File: config.mk
export PLATFORM = sky130hd
export DESIGN_NAME = spi_cmd_ctrl
export DESIGN_NICKNAME = d
export VERILOG_FILES = /design/src/rtl/spi_cmd_ctrl.sv
export SDC_FILE = /design/constraint.sdc
export NUM_CORES = 1
export LEC_CHECK = 0
export CORE_ASPECT_RATIO = 0.9
export CORE_MARGIN = 2
export CORE_UTILIZATION = 60
export DETAILED_ROUTE_END_ITERATION = 10
export DONT_BUFFER_PORTS = 1
export GPL_TIMING_DRIVEN = 0
export PLACE_DENSITY = 0.87
export SYNTH_ARGS = -nofsm -noshare
export SYNTH_HDL_FRONTEND = slang
export SYNTH_SLANG_ARGS = --single-unit
export TNS_END_PERCENT = 20
File: constraint.sdc
create_clock -name CLK -period 11.8 [get_ports CLK]
set_input_delay 2.95 -clock CLK [delete_from_list [all_inputs] [get_ports CLK]]
set_output_delay 2.95 -clock CLK [all_outputs]
set_load 0.1 [all_outputs]
File: src/rtl/spi_cmd_ctrl.sv
// spi_cmd_ctrl: decodes 64-bit MCU command frames, executes them against the
// LED register and a bank of NUM_REGS 32-bit control registers, and returns a
// 64-bit response frame through a valid/ready handshake.
// Optional build macro: SPI_CMD_CTRL_CHECKSUM_EN enables check-byte validation.
module spi_cmd_ctrl #(
  parameter int         NUM_REGS  = 4,
  parameter logic [7:0] LED_RESET = 8'h00
) (
  input  logic                     CLK,
  input  logic                     RST,
  input  logic [63:0]              RX_DATA,
  input  logic                     RX_VLD,
  output logic [63:0]              TX_DATA,
  output logic                     TX_VLD,
  input  logic                     TX_RDY,
  output logic [7:0]               LED,
  output logic [NUM_REGS*32-1:0]   REGS,
  output logic                     BUSY,
  output logic                     OVERRUN
);

  localparam logic [7:0] OP_NOP      = 8'h00;
  localparam logic [7:0] OP_LED_WR   = 8'h01;
  localparam logic [7:0] OP_REG_WR   = 8'h02;
  localparam logic [7:0] OP_REG_RD   = 8'h03;
  localparam logic [7:0] OP_STAT_RD  = 8'h04;

  localparam logic [7:0] ST_OK       = 8'h00;
  localparam logic [7:0] ST_BAD_OP   = 8'hE0;
  localparam logic [7:0] ST_BAD_ADDR = 8'hE1;
  localparam logic [7:0] ST_BAD_CHK  = 8'hE2;

  typedef enum logic [1:0] {S_IDLE, S_DECODE, S_EXEC, S_RESP} state_t;

  state_t                     state;
  logic [63:0]                frame;
  logic [7:0]                 status;
  logic [7:0]                 seq;
  logic [NUM_REGS-1:0][31:0]  regs;

  logic [7:0]                 op;
  logic [7:0]                 addr;
  logic [31:0]                data;
  logic                       addr_ok;
  logic [31:0]                rd_data;
  logic [7:0]                 status_c;
  logic [31:0]                resp_data;

  assign op   = frame[63:56];
  assign addr = frame[55:48];
  assign data = frame[31:0];

  assign REGS = regs;
  assign BUSY = (state != S_IDLE);

  // Address range check and read mux; address compared in full 8 bits so
  // out-of-range addresses never alias onto a real register.
  always_comb begin
    addr_ok = 1'b0;
    rd_data = '0;
    for (int i = 0; i < NUM_REGS; i++) begin
      if (addr == 8'(i)) begin
        addr_ok = 1'b1;
        rd_data = regs[i];
      end
    end
  end

`ifdef SPI_CMD_CTRL_CHECKSUM_EN
  logic [7:0] chk_calc;
  assign chk_calc = frame[63:56] ^ frame[55:48] ^ frame[39:32] ^ frame[31:24] ^
                    frame[23:16] ^ frame[15:8]  ^ frame[7:0];
`else
  // Check byte is don't-care in this build.
  logic unused_chk;
  assign unused_chk = ^frame[47:40];
`endif

  // Status decode in priority order: check byte, opcode, then address.
  always_comb begin
    status_c = ST_OK;
`ifdef SPI_CMD_CTRL_CHECKSUM_EN
    if (frame[47:40] != chk_calc)
      status_c = ST_BAD_CHK;
    else
`endif
    if (op > OP_STAT_RD)
      status_c = ST_BAD_OP;
    else if ((op == OP_REG_WR || op == OP_REG_RD) && !addr_ok)
      status_c = ST_BAD_ADDR;
  end

  // Response payload; errors and NOP return zero.
  always_comb begin
    resp_data = '0;
    if (status == ST_OK) begin
      case (op)
        OP_LED_WR, OP_REG_WR: resp_data = data;
        OP_REG_RD:            resp_data = rd_data;
        OP_STAT_RD:           resp_data = {31'h0, OVERRUN};
        default:              resp_data = '0;
      endcase
    end
  end

  // Command FSM: capture, decode, execute, then hold the response until taken.
  always_ff @(posedge CLK or posedge RST) begin
    if (RST) begin
      state   <= S_IDLE;
      frame   <= '0;
      status  <= ST_OK;
      seq     <= '0;
      TX_DATA <= '0;
      TX_VLD  <= 1'b0;
      LED     <= LED_RESET;
      regs    <= '0;
      OVERRUN <= 1'b0;
    end else begin
      case (state)
        S_IDLE: begin
          if (RX_VLD) begin
            frame <= RX_DATA;
            state <= S_DECODE;
          end
        end
        S_DECODE: begin
          status <= status_c;
          state  <= S_EXEC;
        end
        S_EXEC: begin
          seq     <= seq + 8'd1;
          TX_DATA <= {op, addr, status, seq + 8'd1, resp_data};
          TX_VLD  <= 1'b1;
          state   <= S_RESP;
          if (status == ST_OK) begin
            case (op)
              OP_LED_WR:  LED <= data[7:0];
              OP_REG_WR: begin
                for (int i = 0; i < NUM_REGS; i++)
                  if (addr == 8'(i)) regs[i] <= data;
              end
              OP_STAT_RD: OVERRUN <= 1'b0;
              default: ;
            endcase
          end
        end
        S_RESP: begin
          if (TX_RDY) begin
            TX_VLD <= 1'b0;
            state  <= S_IDLE;
          end
        end
        default: state <= S_IDLE;
      endcase
      // A frame arriving while busy is dropped; the late assignment lets a
      // fresh overrun win over a STAT_RD clear in the same cycle.
      if (RX_VLD && state != S_IDLE) OVERRUN <= 1'b1;
    end
  end

endmodule

==> results of run 1 <==
-- state kept, by name (all words and copies together), names as in the netlist --
signal,count
TX_DATA,51
status,2
REGS,128
seq,7
LED,8
OVERRUN,1
frame,48
state,2
TX_VLD,1
-- area by class of cell --
cell class | instances | area, sq um
sequential | 248 | 6210
fill | 1225 | 5690
multi-input combinational | 467 | 4330
clock buffer | 35 | 693
buffer | 63 | 300
tap | 240 | 300
inverter | 40 | 158
clock inverter | 8 | 72.6
timing repair buffer | 1 | 27.5
antenna | 1 | 2.50
-- synth_stat cells (all sizes together), types with 3 or more instances --
cell type,instances
nand2,7
buf,33
nor4,3
nand4,5
a41o,31
xor2,3
nand3,5
dfrtp,248
o21ai,36
nor2,8
a21oi,33
mux2,234
o22ai,32
inv,40
nor2b,34
xnor2,5
ha,5
clkbuf,30
-- cell families after synthesis --
family / count (synthesis) / synth area share
and+or+nand+nor: 78 / 0.0480
AOI/OAI and AO/OA: 137 / 0.0821
buffers and inverters: 103 / 0.0410
xor gates and xnor gates: 8 / 0.00638
DFF: 248 / 0.565
other: 1 / 0.000342
adders and majority gates: 5 / 0.00570
muxes: 235 / 0.251
-- report_power, final --
part	internal, uW	total (uW)	switching, uW	leakage [uW]
registers	976	1460	480	0.00330
clock network	431	755	324	0.000380
logic	285	681	395	0.00213
total	1690	2890	1200	0.00581
-- metrics by stage --
step | setup WS, ps | util | std cells
after floorplan | 2040 | - | 818
after global placement | -310 | 0.635 | 1058
after detailed placement | 6920 | 0.637 | 1059
after CTS | 6890 | 0.680 | 1102
after global routing | 6860 | 0.680 | 1103
final | 6920 | 0.680 | 1103
-- worst paths after layout --
path                             start          end  slack (ps)  cells after the start
max reg2reg                   state[0]  TX_DATA[11]        8830                      7
min in group asynchronous          RST       LED[5]        2390                      1
max in group asynchronous          RST    REGS[117]        8310                      2
min                          frame[53]  TX_DATA[53]         530                      1
min reg2reg                  frame[53]  TX_DATA[53]         530                      1
max                        TX_DATA[47]  TX_DATA[46]        6920                      1
-- per-layer routing --
metal	wire [microns]	part of all wire
met1	11500	0.40
met2	13400	0.47
met3	2920	0.10
met4	597	0.021
met5	0	0
==> out/results.tsv, run 1 <==
metric	value	unit
outcome	complete, no violations	
crit_fanout	4	
drive_gt1_frac	0.352	
core.rowCount	46	
setup_viol	0	
max_stage_delay	980	ps
synth_seq_cells	248	
crit_slowest_cell	dfrtp_1	
globalplace.congestion	0.788	
synth_cell_types	44	
yosysTopAreaCellShare	0.565	
grtUsageMet3	0.0955	
initial_core_util	0.617	
dieArea	19400	sq um
final_common_cell	dfrtp_1	
firstDrtPassIters	4	
root_buffer	clkbuf_16	
synth-edff-count	0	
critPathCaptureType	output port	
grt_usage	0.291	
finClkSkew	14.0	ps
drc	0	
yosys.area.top_type	dfrtp_1	
finalCritPeriodShare	0.414	
synthToLayoutAreaGrowth	10.2	%
drt_wl_total	28400	microns
p_total	2890	uW
cts.sinks	248	
path_clk_slew	60	ps
fp.dieW	147	microns
cts_resized	0	
grt_max_degree	131	
clk_latency	520	ps
synth_area_leaders	dfrtp_1 (57%), mux2_2 (21%), mux2_4 (4.1%)	
cap_violations	0	
grt_pass1_wl	44000	microns
drt_iter0_markers	348	
vias	6969	
grt_overflow	0	
ir_drop	0.148	mV
use_met1	0.392	
io_buffers	0	
grt_pass1_vias	7147	
rsz0062_at_grt	false	
grt_busiest_layer	met2	
slew_headroom	0.310	
core	17800	sq um
clock.fmax	0.205	GHz
antenna_found_initial	1	
cts_buffer_depth	3	
synth-main-ff-cell	dfrtp_1	
synthArstFlopShare	1.00	
critPathTopFamily	flip-flops	
drtAntennaViolNets	0	
cts_inserted_buffers	25	
arrival	1930	ps
vias_per_cell	6.32	
synthCells	815	
path_cells	buf_4	
whs	534	ps
p_per_area	239	nW/um^2
cts_hold_buf	0	
cts_tree	built	
met2_usage	0.461	
design_area	12100	sq um
min_period	4880	ps
syn_avg_cell_area	13.5	sq um
die_y	132	microns
timing.critical_path.buf_inv	1	
drv_slew	0	
netlist_area	11000	sq um
htree_levels	1	
setup_tns	0	ps
crit_path_start_kind	flip-flop	
min_path_type	reg2reg	
worst_pin_slew	1040	ps
hold_violations	0	
yosysSeqAreaShare	0.565	
cp.required	8850	ps
cts_setup_buffers	0	
p_leak	0.00581	uW
final_cell_mix	dfrtp_1 (248), mux2_2 (203), inv_1 (39)	
detailed_place_hpwl	19000	microns
pin_count	271	
yosysWarnings	0	
nets	919	
dpl-instance-area	11300	sq um
route.detailed.wl_per_inst	25.8	microns
crit_type	reg2out	
No activity file was read; power rests on OpenSTA's default activity.
==> inputs of run 2 (changes only) <==
==> constraint.sdc (replaced) <==
create_clock -name CLK -period 5.08 [get_ports CLK]
set_input_delay 1.27 -clock CLK [delete_from_list [all_inputs] [get_ports CLK]]
set_output_delay 1.27 -clock CLK [all_outputs]
set_load 0.1 [all_outputs]
==> run 2 against run 1 <==
Net effect:
- register-to-register slack got worse by 6600 ps
- wire length decreased by 0.33%
- sequential power up 130%
- worst hold slack lost 1.3 ps
- clock skew fell by 4.7 ps
- global-route usage increased by 0.20 points
- critical path depth stayed put
- critical endpoint is now TX_DATA[47]
- largest power group unchanged
==> out/results.tsv, run 2 (synthesized netlist as in run 1, its figures left out) <==
metric	value	unit	change
hold_path_depth	1		unchanged
arrival	1920	ps	about the same
firstDrtPassIters	5		+1
route.detailed.wl_per_inst	25.6	microns	-0.87%
cts_inserted_buffers	25		unchanged
outcome	complete, no violations		
htree_levels	1		unchanged
n_fill_cell	1190		-2.9%
p_switching	2760	uW	+130%
p_comb_frac	0.240		+0.005
design_area	12200	sq um	+0.70%
grt_max_degree	45		-66%
cap_violations	0		unchanged
seq_area	6210	sq um	unchanged
min_path_type	reg2reg		
netSwitchingFraction	0.415		+0.000458
path_cells	buf_4		
p_total	6660	uW	+130%
cp.required	3810	ps	-5040 ps
finClkSkew	9.31	ps	-4.72 ps
crit_path_start_kind	flip-flop		
crit_slowest_cell	dfrtp_1		
root_buffer	clkbuf_16		
final_common_cell	dfrtp_1		
die_y	132	microns	unchanged
rsz0062_at_grt	false		
vias_per_cell	6.33		+0.12%
critPathTopFamily	flip-flops		
largest_reg_flops	128		unchanged
globalplace.congestion	0.798		+1.3%
setup_viol	0		unchanged
grt_pass1_vias	7378		+3.2%
drt_wl_total	28300	microns	-0.33%
rr_startpoint	state[0]		
dpl-instance-area	11400	sq um	+1.0%
clock.fmax	0.313	GHz	
slew_headroom	0.314		+0.00372
rr_worst_depth	7		unchanged
grt_pass1_wl	44500	microns	+1.1%
finalCritPeriodShare	0.629		
p_leak	0.00584	uW	+0.53%
ir_drop	0.343	mV	+130%
final_cell_mix	dfrtp_1 (248), mux2_2 (203), inv_1 (39)		
antenna_found_initial	3		+2
cts_hold_buf	0		unchanged
drive_gt1_frac	0.354		+0.00225
cts_tree	built		
vias	7015		+0.66%
core.rowCount	46		unchanged
reg2reg_slack	2190	ps	-6640 ps
drv_slew	0		unchanged
min_period	3190	ps	
crit_type	reg2out		
p_clk_frac	0.252		-0.009
final_cells	1109		+0.54%
drtAntennaViolNets	0		unchanged
r2r_end	TX_DATA[16]		
placedCellCount	1065		+0.57%
hold_violations	0		unchanged
worst_pin_slew	1030	ps	-5.58 ps
io_buffers	0		unchanged
fp.dieW	147	microns	unchanged
grt_usage	0.293		+0.00198
internal-power	3890	uW	+130%
drt_iter0_markers	517		+49%
grt_overflow	0		unchanged
max_stage_delay	970	ps	about the same
crit_fanout	4		unchanged
cts_setup_buffers	0		unchanged
nets	925		+0.65%
drc	0		unchanged
detailed_place_hpwl	19600	microns	+2.9%
initial_core_util	0.617		unchanged
p_per_area	547	nW/um^2	+130%
synthToLayoutAreaGrowth	10.9	%	
hold_end	frame[53]		
clk_latency	520	ps	about the same
core	17800	sq um	unchanged
cts_resized	0		unchanged
multi_input_area	4330	sq um	unchanged
critPathCaptureType	output port		
dieArea	19400	sq um	unchanged
hp-start	frame[53]		
path_clk_slew	60	ps	about the same
seq_power_share	0.508		+0.005
cts_buffer_depth	3		unchanged
cts.sinks	248		unchanged
pin_count	271		unchanged
timing.critical_path.buf_inv	1		unchanged
[run 2: cell types whose count changed in the layout (fill, tap and decap cells not counted)]
cell	before	now
buf_12	0	6
bufinv_16	1	0
clkbuf_8	3	4
clkinv_2	5	4
clkinv_4	1	0
clkinvlp_4	0	1
diode_2	1	4
inv_6	1	0
inv_8	1	0
[run 2: layout make-up]
class | count | area share
antenna | 4 | 0.000822
timing repair buffer | 7 | 0.0121
sequential | 248 | 0.510
buffer | 63 | 0.0247
clock inverter | 4 | 0.00164
tap | 240 | 0.0247
clock buffer | 36 | 0.0581
inverter | 40 | 0.0126
multi-input combinational | 467 | 0.356
[run 2: routing by layer]
layer / GRT usage / wire (microns) / part of all wire
met5: 0 / 0 / 0
met1: 0.375 / 11000 / 0.39
met3: 0.105 / 2950 / 0.10
met4: 0.0804 / 639 / 0.023
met2: 0.479 / 13700 / 0.48
[run 2: power by group through the flow]
stage          sequential (uW)  clock (uW)  combinational (uW)
2_1_floorplan             3270           0                1200
5_1_grt                   3430        1770                1710
6_report                  3380        1680                1590
4_1_cts                   3370        1700                1580
3_3_place_gp              3390           0                1500
3_5_place_dp              3400           0                1580
[run 2: worst max-delay path by stage]
stage | startpoint | end | depth (start not counted)
2_1_floorplan | RST | LED[0] | 1
3_3_place_gp | RST | frame[18] | 1
3_5_place_dp | RX_VLD | frame[57] | 4
4_1_cts | TX_DATA[47] | TX_DATA[47] | 1
5_1_grt | state[0] | BUSY | 3
6_report | TX_DATA[47] | TX_DATA[47] | 1
[run 2: metrics by stage]
step                TNS, ps  hold slack [ps]  setup WS [ps]   util
floorplan                 0              494            550      -
global placement    -157170              512           -653  0.635
detailed placement        0              521           1980  0.643
CTS                       0              534           1870  0.684
global route              0              555           1820  0.685
finish                    0              533           1890  0.685
==> inputs of run 3 (changes only) <==
--- a/config.mk
+++ b/config.mk
@@ -7,11 +7,11 @@
 export LEC_CHECK = 0
 export CORE_ASPECT_RATIO = 0.9
 export CORE_MARGIN = 2
-export CORE_UTILIZATION = 60
+export CORE_UTILIZATION = 57
 export DETAILED_ROUTE_END_ITERATION = 10
 export DONT_BUFFER_PORTS = 1
 export GPL_TIMING_DRIVEN = 0
-export PLACE_DENSITY = 0.87
+export PLACE_DENSITY = 0.86
 export SYNTH_ARGS = -nofsm -noshare
 export SYNTH_HDL_FRONTEND = slang
 export SYNTH_SLANG_ARGS = --single-unit
==> constraint.sdc (replaced) <==
create_clock -name CLK -period 2.8 [get_ports CLK]
set_input_delay 0.7 -clock CLK [delete_from_list [all_inputs] [get_ports CLK]]
set_output_delay 0.7 -clock CLK [all_outputs]
set_load 0.1 [all_outputs]
==> run 3 against run 2 <==
Net effect:
- first-iteration DRC count decreased by 14%
- worst setup slack got worse by 1800 ps
- sequential power increased by 82%
- via count decreased by 0.58%
- combinational power increased by 82%
- critical path depth increased by 6
- count of clock-buffer cells in the layout decreased by 1
- final area increased by 0.67%
- non-clock buffer count increased by 1
- register-to-register slack got worse by 2100 ps
- largest cell class unchanged
- highest routed layer unchanged
==> out/results.tsv, run 3 (synthesized netlist as in run 1, its figures left out) <==
metric	value	unit	change
outcome	complete, no violations		
crit_start	state[0]		
grt_pass1_wl	43300	microns	-2.7%
p_leak	0.00588	uW	+0.61%
synthToLayoutAreaGrowth	11.7	%	
dieArea	20400	sq um	+5.1%
dpl-instance-area	11400	sq um	about the same
hold_violations	0		unchanged
globalplace.congestion	0.799		about the same
p_per_area	1000	nW/um^2	+83%
initial_core_util	0.577		-0.0406
cts_tree	built		
io_buffers	0		unchanged
min_path_type	in2async		
crit_type	reg2reg		
critPathCaptureType	flip-flop		
detailed_place_hpwl	19600	microns	+0.18%
worst_pin_slew	1030	ps	+0.288 ps
final_cell_mix	dfrtp_1 (248), mux2_2 (203), inv_1 (39)		
firstDrtPassIters	4		-1
htree_levels	1		unchanged
drt_wl_total	28600	microns	+1.0%
grt_usage	0.277		-0.0163
slew_headroom	0.313		about the same
min_period	2740	ps	
fp.dieW	150	microns	+2.5%
ir_drop	0.661	mV	+92%
drc	0		unchanged
antenna_found_initial	4		+1
drv_slew	0		unchanged
drtAntennaViolNets	0		unchanged
cts.sinks	248		unchanged
finClkSkew	9.51	ps	+0.207 ps
largest_reg_flops	128		unchanged
rr_startpoint	state[0]		
path_clk_slew	60	ps	about the same
grt_max_degree	43		-4.4%
grt_pass1_vias	7159		-3.0%
post-route-util	0.644		-0.0408
arrival	3160	ps	+1240 ps
final_common_cell	dfrtp_1		
design_area	12300	sq um	+0.67%
cp.required	3220	ps	-590 ps
cap_violations	0		unchanged
crit_path_start_kind	flip-flop		
clock.fmax	0.365	GHz	
setup_tns	0	ps	unchanged
vias_per_cell	6.22		-1.6%
setup_viol	0		unchanged
rsz0062_at_grt	true		
route.detailed.wl_per_inst	25.5	microns	about the same
nets	926		+0.11%
n_fill_cell	1354		+14%
clk_latency	510	ps	about the same
pin_count	271		unchanged
root_buffer	clkbuf_16		
drive_gt1_frac	0.363		+0.00956
drt_iter0_markers	446		-14%
crit_fanout	10		+6
core	19000	sq um	+7.0%
cts_buffer_depth	3		unchanged
vias	6974		-0.58%
cts_inserted_buffers	25		unchanged
cts_hold_buf	0		unchanged
grt_overflow	0		unchanged
core.rowCount	48		+4.3%
finalCritPeriodShare	0.978		
die_y	136	microns	+2.5%
==> run 3: cell count changes in the layout (fill, tap and decap cells not counted), sizes merged <==
cell	previous run	this run
buf	40	42
clkbuf	66	64
clkinvlp	1	2
bufinv	0	1
==> run 3: worst max-delay path, cell delays in order (launching register included) <==
cell and delay [ps]:
dfrtp_1 420, inv_1 100, ha_2 300, or4b_2 640
nor4_2 590, buf_2 380, a21oi_1 120, o21ai_0 90
==> run 3: repair_timing <==
item                                    4_1_cts  5_1_grt
endpoints found under the setup margin       26       30
hold endpoints to repair                      0        0
pin swaps                                     0        1
resized for setup                             3        1
setup buffers                                 0        1
cloned                                        0        0
==> run 3: final timing paths <==
path	to	slack [ps]	depth (start not counted)
setup / recovery	TX_DATA[3]	60	7
setup reg to reg	TX_DATA[3]	60	7
min in group CLK	TX_VLD	290	1
hold reg to reg	TX_DATA[54]	560	1
max in group asynchronous	TX_DATA[21]	1610	4
hold / removal	LED[5]	110	1
==> run 3: routing by layer <==
metal	part of all wire	vias to the layer above	global-route usage	wire length (microns)
met1	0.40	3594	0.367	11400
met3	0.10	51	0.0886	2910
li1	-	3005	-	-
met4	0.024	0	0.0812	676
met2	0.48	324	0.440	13600
met5	0	-	0	0
==> run 3: per-stage QoR <==
| stage | std cells | worst slack [ps] | hold WS (ps) | total power [uW] |
|---|---|---|---|---|
| floorplan | 818 | -1160 | 494 | 8100 |
| global placement | 1068 | -2360 | 510 | 8870 |
| detailed placement | 1075 | -108 | 530 | 9060 |
| CTS | 1116 | 60.3 | 109 | 12300 |
| global route | 1120 | -69.3 | 128 | 12800 |
| finish | 1121 | 62.1 | 112 | 12300 |
==> run 3: power by group <==
group | total, uW | internal (uW) | switching [uW]
registers | 6140 | 4110 | 2030
clock network | 3250 | 1900 | 1350
logic | 2890 | 1220 | 1670
==> run 3: area by class of cell <==
cell class	instances	area, sq um	area share
buffer	63	303	0.0247
tap	250	313	0.0255
timing repair buffer	8	148	0.0120
antenna	4	10.0	0.000816
clock inverter	6	57.6	0.00469
multi-input combinational	467	4340	0.354
clock buffer	35	733	0.0598
sequential	248	6210	0.506
inverter	40	154	0.0126
